===== config.mk =====
export PLATFORM = sky130hd
export DESIGN_NAME = bitbang_link_ctrl_flat
export DESIGN_NICKNAME = d
export VERILOG_FILES = /design/src/rtl/bitbang_link_ctrl_if.sv /design/src/rtl/bitbang_link_ctrl.sv /design/src/flat_wrapper.sv
export SDC_FILE = /design/constraint.sdc
export NUM_CORES = 1
export LEC_CHECK = 0
export ABC_AREA = 1
export CORE_MARGIN = 2
export CORE_UTILIZATION = 25
export DETAILED_ROUTE_END_ITERATION = 10
export SYNTH_ARGS = -nofsm -noshare
export SYNTH_HDL_FRONTEND = slang
export SYNTH_SLANG_ARGS = --single-unit

===== constraint.sdc =====
create_clock -name clk -period 2.75 [get_ports clk]
set_input_delay 0.55 -clock clk [delete_from_list [all_inputs] [get_ports clk]]
set_output_delay 0.55 -clock clk [all_outputs]
set_load 0.05 [all_outputs]

===== src/rtl/bitbang_link_ctrl_if.sv =====
// Bus bundle for bitbang_link_ctrl: the write-byte stream to the work loader
// and the two result requesters feeding the read lane.
//
// Handshake: a requester holds reqN_valid high with reqN_data stable until the
// controller returns a single-cycle reqN_ready pulse; that pulse means the byte
// was consumed and the requester pops it. wr_valid is a one-cycle push with no
// back-pressure: the loader must take wr_data/wr_last in that cycle.
interface bitbang_link_ctrl_if;
  logic [7:0] wr_data;
  logic       wr_valid;
  logic       wr_last;
  logic       req0_valid;
  logic [7:0] req0_data;
  logic       req0_ready;
  logic       req1_valid;
  logic [7:0] req1_data;
  logic       req1_ready;

  // System side: work loader plus result requesters.
  modport master (
    input  wr_data, wr_valid, wr_last, req0_ready, req1_ready,
    output req0_valid, req0_data, req1_valid, req1_data
  );

  // Link controller side.
  modport slave (
    output wr_data, wr_valid, wr_last, req0_ready, req1_ready,
    input  req0_valid, req0_data, req1_valid, req1_data
  );
endinterface


===== src/rtl/bitbang_link_ctrl.sv =====
// bitbang_link_ctrl: host bit-bang link controller.
// Synchronizes RxD/RxC/TxC/RxTxR, assembles LSB-first write bytes, and serves
// the read lane as slots of {presence bit, 8 data bits} with round-robin
// arbitration between two requesters.
// Optional macro BITBANG_LINK_STATS_EN adds rx/tx byte counters.
module bitbang_link_ctrl #(
  parameter int SYNC_STAGES = 2,
  parameter int WORD_BYTES  = 64
) (
  input  logic clk,
  input  logic rst,
  input  logic i_rxd,
  input  logic i_rxc,
  input  logic i_rxtxr,
  input  logic i_txc,
  output logic o_txd,
  output logic o_link_reset,
  output logic o_tx_state,
`ifdef BITBANG_LINK_STATS_EN
  output logic [15:0] o_rx_byte_cnt,
  output logic [15:0] o_tx_byte_cnt,
`endif
  bitbang_link_ctrl_if.slave bus
);

  localparam int BW = (WORD_BYTES > 1) ? $clog2(WORD_BYTES) : 1;

  typedef enum logic {TX_IDLE = 1'b0, TX_DATA = 1'b1} tx_state_t;

  logic [SYNC_STAGES-1:0] r_rxd_sync, r_rxc_sync, r_txc_sync, r_rxtxr_sync;
  logic r_rxc_d, r_txc_d, r_rxtxr_d;
  logic w_rxd, w_rxc_rise, w_txc_rise, w_lr, w_lr_fall;

  logic [2:0]    r_rx_bit_cnt;
  logic [BW-1:0] r_rx_byte_cnt;
  logic [7:0]    r_rx_shift, r_wr_data;
  logic          r_wr_valid, r_wr_last, r_link_reset;
  logic [7:0]    w_rx_shift_next;

  tx_state_t r_tx_state, w_tx_state_next;
  logic [7:0] r_tx_shift, w_tx_shift_next;
  logic [2:0] r_tx_bit_cnt, w_tx_bit_cnt_next;
  logic       r_txd, w_txd_next;
  logic       r_req0_ready, r_req1_ready, w_req0_ready_next, w_req1_ready_next;
  logic       r_last_grant, w_last_grant_next;
  logic       w_pick1;

  // Pin synchronizers plus one extra flop per strobe for edge detection.
  always_ff @(posedge clk or posedge rst) begin
    if (rst) begin
      r_rxd_sync   <= '0;
      r_rxc_sync   <= '0;
      r_txc_sync   <= '0;
      r_rxtxr_sync <= '0;
      r_rxc_d      <= 1'b0;
      r_txc_d      <= 1'b0;
      r_rxtxr_d    <= 1'b0;
    end else begin
      r_rxd_sync   <= {r_rxd_sync[SYNC_STAGES-2:0], i_rxd};
      r_rxc_sync   <= {r_rxc_sync[SYNC_STAGES-2:0], i_rxc};
      r_txc_sync   <= {r_txc_sync[SYNC_STAGES-2:0], i_txc};
      r_rxtxr_sync <= {r_rxtxr_sync[SYNC_STAGES-2:0], i_rxtxr};
      r_rxc_d      <= r_rxc_sync[SYNC_STAGES-1];
      r_txc_d      <= r_txc_sync[SYNC_STAGES-1];
      r_rxtxr_d    <= r_rxtxr_sync[SYNC_STAGES-1];
    end
  end

  assign w_rxd      = r_rxd_sync[SYNC_STAGES-1];
  assign w_rxc_rise = r_rxc_sync[SYNC_STAGES-1] & ~r_rxc_d;
  assign w_txc_rise = r_txc_sync[SYNC_STAGES-1] & ~r_txc_d;
  assign w_lr       = r_rxtxr_sync[SYNC_STAGES-1];
  assign w_lr_fall  = ~r_rxtxr_sync[SYNC_STAGES-1] & r_rxtxr_d;

  assign w_rx_shift_next = {w_rxd, r_rx_shift[7:1]};

  // Write lane: deserialize bits, emit bytes, track position within the word.
  always_ff @(posedge clk or posedge rst) begin
    if (rst) begin
      r_rx_bit_cnt  <= '0;
      r_rx_byte_cnt <= '0;
      r_rx_shift    <= '0;
      r_wr_data     <= '0;
      r_wr_valid    <= 1'b0;
      r_wr_last     <= 1'b0;
      r_link_reset  <= 1'b0;
    end else begin
      r_wr_valid   <= 1'b0;
      r_wr_last    <= 1'b0;
      r_link_reset <= w_lr_fall;
      if (w_lr) begin
        r_rx_bit_cnt  <= '0;
        r_rx_byte_cnt <= '0;
        r_rx_shift    <= '0;
      end else if (w_rxc_rise) begin
        r_rx_shift <= w_rx_shift_next;
        if (r_rx_bit_cnt == 3'd7) begin
          r_rx_bit_cnt <= '0;
          r_wr_data    <= w_rx_shift_next;
          r_wr_valid   <= 1'b1;
          r_wr_last    <= (r_rx_byte_cnt == BW'(WORD_BYTES - 1));
          if (r_rx_byte_cnt == BW'(WORD_BYTES - 1)) r_rx_byte_cnt <= '0;
          else r_rx_byte_cnt <= r_rx_byte_cnt + 1'b1;
        end else begin
          r_rx_bit_cnt <= r_rx_bit_cnt + 3'd1;
        end
      end
    end
  end

  // Round-robin pick: req1 wins alone, or on a tie when req0 was granted last.
  assign w_pick1 = bus.req1_valid & (~bus.req0_valid | ~r_last_grant);

  // Read lane next-state: presence bit on slot start, then 8 data bits LSB-first.
  always_comb begin
    w_tx_state_next   = r_tx_state;
    w_tx_shift_next   = r_tx_shift;
    w_tx_bit_cnt_next = r_tx_bit_cnt;
    w_txd_next        = r_txd;
    w_req0_ready_next = 1'b0;
    w_req1_ready_next = 1'b0;
    w_last_grant_next = r_last_grant;
    if (w_lr) begin
      w_tx_state_next   = TX_IDLE;
      w_tx_bit_cnt_next = '0;
      w_txd_next        = 1'b0;
    end else if (w_txc_rise) begin
      case (r_tx_state)
        TX_IDLE: begin
          if (bus.req0_valid | bus.req1_valid) begin
            if (w_pick1) begin
              w_tx_shift_next   = bus.req1_data;
              w_req1_ready_next = 1'b1;
              w_last_grant_next = 1'b1;
            end else begin
              w_tx_shift_next   = bus.req0_data;
              w_req0_ready_next = 1'b1;
              w_last_grant_next = 1'b0;
            end
            w_txd_next        = 1'b1;
            w_tx_bit_cnt_next = '0;
            w_tx_state_next   = TX_DATA;
          end else begin
            w_txd_next = 1'b0;
          end
        end
        TX_DATA: begin
          w_txd_next        = r_tx_shift[0];
          w_tx_shift_next   = {1'b0, r_tx_shift[7:1]};
          w_tx_bit_cnt_next = r_tx_bit_cnt + 3'd1;
          if (r_tx_bit_cnt == 3'd7) w_tx_state_next = TX_IDLE;
        end
        default: w_tx_state_next = TX_IDLE;
      endcase
    end
  end

  // Read lane state register.
  always_ff @(posedge clk or posedge rst) begin
    if (rst) begin
      r_tx_state   <= TX_IDLE;
      r_tx_shift   <= '0;
      r_tx_bit_cnt <= '0;
      r_txd        <= 1'b0;
      r_req0_ready <= 1'b0;
      r_req1_ready <= 1'b0;
      r_last_grant <= 1'b1;
    end else begin
      r_tx_state   <= w_tx_state_next;
      r_tx_shift   <= w_tx_shift_next;
      r_tx_bit_cnt <= w_tx_bit_cnt_next;
      r_txd        <= w_txd_next;
      r_req0_ready <= w_req0_ready_next;
      r_req1_ready <= w_req1_ready_next;
      r_last_grant <= w_last_grant_next;
    end
  end

`ifdef BITBANG_LINK_STATS_EN
  logic [15:0] r_rx_stat, r_tx_stat;

  // Byte statistics; only the system reset clears them, not a link reset.
  always_ff @(posedge clk or posedge rst) begin
    if (rst) begin
      r_rx_stat <= '0;
      r_tx_stat <= '0;
    end else begin
      if (r_wr_valid) r_rx_stat <= r_rx_stat + 16'd1;
      if (r_req0_ready | r_req1_ready) r_tx_stat <= r_tx_stat + 16'd1;
    end
  end

  assign o_rx_byte_cnt = r_rx_stat;
  assign o_tx_byte_cnt = r_tx_stat;
`endif

  assign o_txd          = r_txd;
  assign o_link_reset   = r_link_reset;
  assign o_tx_state     = r_tx_state;
  assign bus.wr_data    = r_wr_data;
  assign bus.wr_valid   = r_wr_valid;
  assign bus.wr_last    = r_wr_last;
  assign bus.req0_ready = r_req0_ready;
  assign bus.req1_ready = r_req1_ready;

endmodule

===== src/flat_wrapper.sv =====
// flat-port wrapper written by rule: the top's interface ports become plain ports
module bitbang_link_ctrl_flat 
#(
  parameter int SYNC_STAGES = 2,
  parameter int WORD_BYTES  = 64
)
  (clk, rst, i_rxd, i_rxc, i_rxtxr, i_txc, o_txd, o_link_reset, o_tx_state, bus_wr_data, bus_wr_valid, bus_wr_last, bus_req0_ready, bus_req1_ready, bus_req0_valid, bus_req0_data, bus_req1_valid, bus_req1_data);
  bitbang_link_ctrl_if bus_i ();
  input  logic clk;
  input  logic rst;
  input  logic i_rxd;
  input  logic i_rxc;
  input  logic i_rxtxr;
  input  logic i_txc;
  output logic o_txd;
  output logic o_link_reset;
  output logic o_tx_state;
  output wire logic [$bits(bus_i.wr_data)-1:0] bus_wr_data;
  output wire logic [$bits(bus_i.wr_valid)-1:0] bus_wr_valid;
  output wire logic [$bits(bus_i.wr_last)-1:0] bus_wr_last;
  output wire logic [$bits(bus_i.req0_ready)-1:0] bus_req0_ready;
  output wire logic [$bits(bus_i.req1_ready)-1:0] bus_req1_ready;
  input wire logic [$bits(bus_i.req0_valid)-1:0] bus_req0_valid;
  input wire logic [$bits(bus_i.req0_data)-1:0] bus_req0_data;
  input wire logic [$bits(bus_i.req1_valid)-1:0] bus_req1_valid;
  input wire logic [$bits(bus_i.req1_data)-1:0] bus_req1_data;
  assign bus_wr_data = bus_i.wr_data;
  assign bus_wr_valid = bus_i.wr_valid;
  assign bus_wr_last = bus_i.wr_last;
  assign bus_req0_ready = bus_i.req0_ready;
  assign bus_req1_ready = bus_i.req1_ready;
  assign bus_i.req0_valid = bus_req0_valid;
  assign bus_i.req0_data = bus_req0_data;
  assign bus_i.req1_valid = bus_req1_valid;
  assign bus_i.req1_data = bus_req1_data;
  bitbang_link_ctrl #(.SYNC_STAGES(SYNC_STAGES), .WORD_BYTES(WORD_BYTES)) u_core (.clk(clk), .rst(rst), .i_rxd(i_rxd), .i_rxc(i_rxc), .i_rxtxr(i_rxtxr), .i_txc(i_txc), .o_txd(o_txd), .o_link_reset(o_link_reset), .o_tx_state(o_tx_state), .bus(bus_i));
endmodule

Word level (Yosys, flattened, before mapping)
Index checks and enable logic that the tools add are counted.
{"block": "op_classes", "addsub": 3, "eq_ne": 5, "muxes": 40, "bitwise": 12, "n_reduce_logical": 8}
{"op": "2-to-1 mux 8 bit", "count": 4}
{"op": "2-to-1 mux 6 bit", "count": 4}
{"op": "2-to-1 mux 1 bit", "count": 22}
{"op": "2-to-1 mux 3 bit", "count": 6}
{"op": "one-hot mux 8 bit (2 select lines)", "count": 1}
{"op": "adder 3 x 1 -> 3 bit (second input constant)", "count": 2}
{"op": "adder 6 x 1 -> 6 bit (second input constant)", "count": 1}
{"op": "== test 3 bit (second input constant)", "count": 2}
{"op": "== test 6 bit (second input constant)", "count": 1}
{"op": "NOT 1 bit", "count": 6}
{"op": "one-hot mux 3 bit (2 select lines)", "count": 1}
{"op": "AND reduction 3 bit", "count": 2}
{"op": "nonzero test 2 bit", "count": 3}
{"op": "AND 1 bit", "count": 4}
{"op": "one-hot mux 1 bit (2 select lines)", "count": 2}
{"op": "AND reduction 2 bit", "count": 2}
{"op": "AND reduction 4 bit", "count": 1}
{"op": "inequality test 3 x 1 -> 1 bit (second input constant)", "count": 1}
{"op": "inequality test 2 x 1 -> 1 bit (second input constant)", "count": 1}
{"op": "OR 1 bit", "count": 2}
{"block": "word_totals", "regBits": 55, "inputBits": 24, "word_cells": 89}

Logic depth before layout (Yosys ltp)
{"block": "logic_depth", "ltp_word": 8, "depth_mapped": 8, "ltp_nobuf": 8}

Least setup slack after synthesis
OpenSTA, ideal clock, no wires.
{"block": "synth_path", "path_type": "reg2reg", "start": "reg u_core.r_tx_state, in the netlist u_core.o_tx_state", "end": "reg u_core.r_tx_shift[0]", "setup_ps": 116, "arrival_ps": 1312, "setup_slack_ps": 1322, "path_stages_with_launch": 7, "cell_sequence": "dfrtp_1 > inv_2 > nand2_4 > nand3_4 > buf_6 > nand2_1 > nand2_1"}
{"block": "synth_between", "elab_chain_cells": 3, "elab_cells_between_ends": 4, "cone_classes": "eq/ne (1); mux (1); bitwise (1); reduce/logical (1)"}
{"element": "from (decl)", "line_no": "bitbang_link_ctrl.sv:40", "text": "tx_state_t r_tx_state, w_tx_state_next;"}
{"element": "from (signal assigned)", "line_no": "bitbang_link_ctrl.sv:169", "text": "r_tx_state <= w_tx_state_next;"}
{"element": "NOT 1 bit (no source line)"}
{"element": "inequality test 2 x 1 -> 1 bit (no source line)"}
{"element": "AND reduction 3 bit (no source line)"}
{"element": "to (signal assigned)", "line_no": "bitbang_link_ctrl.sv:170", "text": "r_tx_shift <= w_tx_shift_next;"}
{"element": "to (decl)", "line_no": "bitbang_link_ctrl.sv:41", "text": "logic [7:0] r_tx_shift, w_tx_shift_next;"}
Parallel ways exist; a longest one is shown, timed or not.
A chain may end at the register's enable or synchronous reset.

Worst setup path after layout
{"block": "layout_path", "start": "reg u_core.r_tx_state, in the netlist u_core.o_tx_state", "end": "out o_tx_state"}
{"element": "to (decl)", "line_no": "flat_wrapper.sv:17", "text": "output logic o_tx_state;"}
No word-level cell between the ends.

==> results.sh <==
export IMPL_grt_use_met1=0.1254
export IMPL_arrival_ns=1.65
export IMPL_remaining_drc_errors=0
export IMPL_hold_viol=0
export IMPL_hp_start="u_core.r_txc_sync[0]"
export IMPL_postCtsHoldBufs=0
export IMPL_globalplace_congestion=0.7776
export IMPL_multiInputGateArea_um2=792.0
export IMPL_avgRoutedWirePerCell_um=10.77
export IMPL_vias=1710
export IMPL_p_per_area_mw_per_mm2=543.7
export IMPL_io_buffers=38
export IMPL_grt_pass1_wl_um=7569
export IMPL_rsz0062_at_grt="no"
export IMPL_cts_root_buffer="clkbuf_8"
export IMPL_status="finished, final reports clean"
export IMPL_fp_dieH_um=99.44
export IMPL_timing_critical_path_fanout_max=7
export IMPL_clk_pin_slew_ns=0.10
export IMPL_use_met3=0.01757
export IMPL_hpwl_um=3161
export IMPL_maxCapViolations=0
export IMPL_numCtsBuffers=5
export IMPL_slowest_delay_ns=0.86
export IMPL_crit_buf_inv=1
export IMPL_criticalPathCategory="reg -> out"
export IMPL_rows=34
export IMPL_report_final_slew_viol_count=0
export IMPL_grt_ovfl_total=0
export IMPL_synth_area_per_cell_um2=9.072
export IMPL_ff_latch_area_mm2=0.001353
export IMPL_drive_gt1_frac=0.06826
export IMPL_crit_path_start_kind="flop"
export IMPL_min_path_type="reg -> reg"
export IMPL_die_area_mm2=0.009888
export IMPL_dieWidth_um=99.44
export IMPL_globalRouteTotalUtil=0.09451
export IMPL_htreeDepth=2
export IMPL_drtAntennaViolNets=0
export IMPL_grt_max_degree=31
export IMPL_coreArea_mm2=0.008763
export IMPL_synth_edf_count=0
export IMPL_cp_slowest_cell="clkdlybuf4s50_1"
export IMPL_cts_tree="done"
export IMPL_postLayoutCoreUtil=0.3302
export IMPL_final_min_clock_period_ns=2.205
export IMPL_antennaDiodeCount=0
export IMPL_crit_path_end_kind="primary output"
export IMPL_cp_startpoint="u_core.o_tx_state"
export IMPL_async_reset_ff_frac=1.000
export IMPL_cts_setup_buffers=0
export IMPL_clock_skew_ns=0.007712
export IMPL_setup_tns_final_ns=0
export IMPL_syn_cell_area_mm2=0.002277
export IMPL_gr_usage_met2=0.1481
export IMPL_ys_seq_area_frac=0.5940
export IMPL_syn_to_final_growth_pct=27.09
export IMPL_fin_nets=321
export IMPL_syn_nets=280
export IMPL_tightestPinTransition_ns=0.5348
export IMPL_worstPathCellList="clkdlybuf4s50_1"
export IMPL_synth_cell_type_count=25
export IMPL_grt_pass1_vias=1679
export IMPL_n_fill_cell=924
export IMPL_start_util=0.2599
export IMPL_drt_iter0_drc=70
export IMPL_fmax_ghz=0.4536
export IMPL_p_leak_uw=0.001428
export IMPL_irDropWorstVdd_mv=0.1735
export IMPL_top_usage_layer="met2"
export IMPL_cts_repair_resized=0
export IMPL_reg2reg_from="u_core.r_rx_bit_cnt[0]"
export IMPL_setup_viol=0
export IMPL_wl_um=4317
export IMPL_antenna_found_initial=0
export IMPL_dr_pass1_iters=4
export IMPL_ios=39
export IMPL_relSlewSlack=0.6429
export IMPL_cts_num_sinks=54
export IMPL_cts_path_max_buffers=2
export IMPL_syn_inst=251
export IMPL_avgViaCountPerCell=4.264
export IMPL_period_share=0.8017
export IMPL_synthFlopType="dfrtp_1"
export IMPL_critPathTopFamily="buffers and inverters"
export IMPL_ys_ff_latch=54
export IMPL_clk_latency_ns=0.31
export IMPL_required_ns=2.20
export IMPL_rrSetupSlack_ns=1.16
export IMPL_yosys_warnings=0
[metrics by stage]
step | power (uW) | hold slack (ns) | cell area [um2] | setup slack (ns) | instances
detailed placement | 1054 | 0.3370 | 2781 | 0.7687 | 393
floorplan | 985.1 | 0.3312 | 2277 | 0.8871 | 251
finish | 1573 | 0.3553 | 2894 | 0.5454 | 401
CTS | 1601 | 0.3595 | 2894 | 0.5402 | 401
global route | 1655 | 0.3633 | 2894 | 0.4735 | 401
global placement | 1050 | 0.3327 | 2781 | 0.8338 | 393
[synth_stat cells, types with 2 or more instances]
cell type / instances / share of area
nand3_1: 22 / 0.048
ha_1: 5 / 0.027
inv_2: 2 / 0.0033
nand2_2: 2 / 0.0055
inv_1: 25 / 0.041
nand2_1: 74 / 0.12
o21ai_0: 17 / 0.037
o22ai_1: 7 / 0.019
dfrtp_1: 53 / 0.58
nor2_1: 25 / 0.041
buf_2: 4 / 0.0088
nor2_2: 2 / 0.0055
[state kept, by name (all words and copies together) (netlist names), 2 cells and up]
signal and cells:
u_core.bus.wr_data 8, u_core.r_rx_bit_cnt 3, u_core.r_rx_byte_cnt 6, u_core.r_rx_shift 7, u_core.r_rxc_sync 2, u_core.r_rxd_sync 2, u_core.r_rxtxr_sync 2, u_core.r_tx_bit_cnt 3
u_core.r_tx_shift 8, u_core.r_txc_sync 2
[cell families (layout without fill, tap and decap cells)]
group,count (synthesis),in the layout,synth area share
AO/OA/AOI/OAI,30,30,0.07582
AND/OR/NAND/NOR,129,129,0.2407
XOR/XNOR,1,1,0.003847
adder cells (fa/ha/maj),5,5,0.02747
buffers and inverters,32,74,0.05824
flip-flops,54,54,0.5940
[where the power goes]
group	switching, uW	internal (uW)
registers	25.1	839
clock network	265	273
logic	98.6	71.8
[cell usage in the layout (no fill, tap or decap)]
cell type and n:
nand3_1 22, xnor2_1 1, o22ai_1 7, clkbuf_8 5, bufinv_16 1, buf_12 1
nor2_2 2, a22oi_1 1, nand2_1 74, nor3_1 1, o21ai_2 1, o21bai_1 1
inv_1 24, nand3b_1 1, o21ai_1 1, a21oi_1 1, nand2_4 1, ha_1 5
o211a_1 1, o21ai_0 17, nand2_2 2, dfstp_2 1, dfrtp_1 53, inv_6 1
clkdlybuf4s50_1 38, nor2_1 25, clkinv_2 1, nand3_4 1, inv_2 3
[worst paths after layout]
kind,depth (start not counted),to
min in group asynchronous,2,u_core.o_link_reset
hold reg to reg,0,u_core.r_txc_sync[1]
setup reg to reg,8,u_core.r_rx_byte_cnt[3]
hold / removal,0,u_core.r_txc_sync[1]
max in group asynchronous,3,u_core.r_last_grant
setup / recovery,1,o_tx_state
[worst register-to-register path, stage by stage (launching register included)]
cell and delay [ns]:
dfrtp_1 0.41, ha_1 0.21, ha_1 0.20, inv_1 0.07, nor2_1 0.05, nand2_2 0.25
nor2_1 0.14, o21ai_0 0.09, nand2_1 0.06
[layer usage]
metal / up-vias / wire length [um]
li1: 878 / -
met1: 801 / 2016
met2: 24 / 2057
met3: 7 / 145
met4: 0 / 97
met5: - / 0
[final cells by class]
| class | count | share of cell area |
|---|---|---|
| Tap cell | 108 | 0.04669 |
| Multi-Input combinational cell | 165 | 0.2737 |
| Sequential cell | 54 | 0.4674 |
| Clock buffer | 5 | 0.02378 |
| Inverter | 27 | 0.03502 |
| Clock inverter | 3 | 0.01513 |
| Timing Repair Buffer | 39 | 0.1383 |
(Power assumes the default switching activity.)
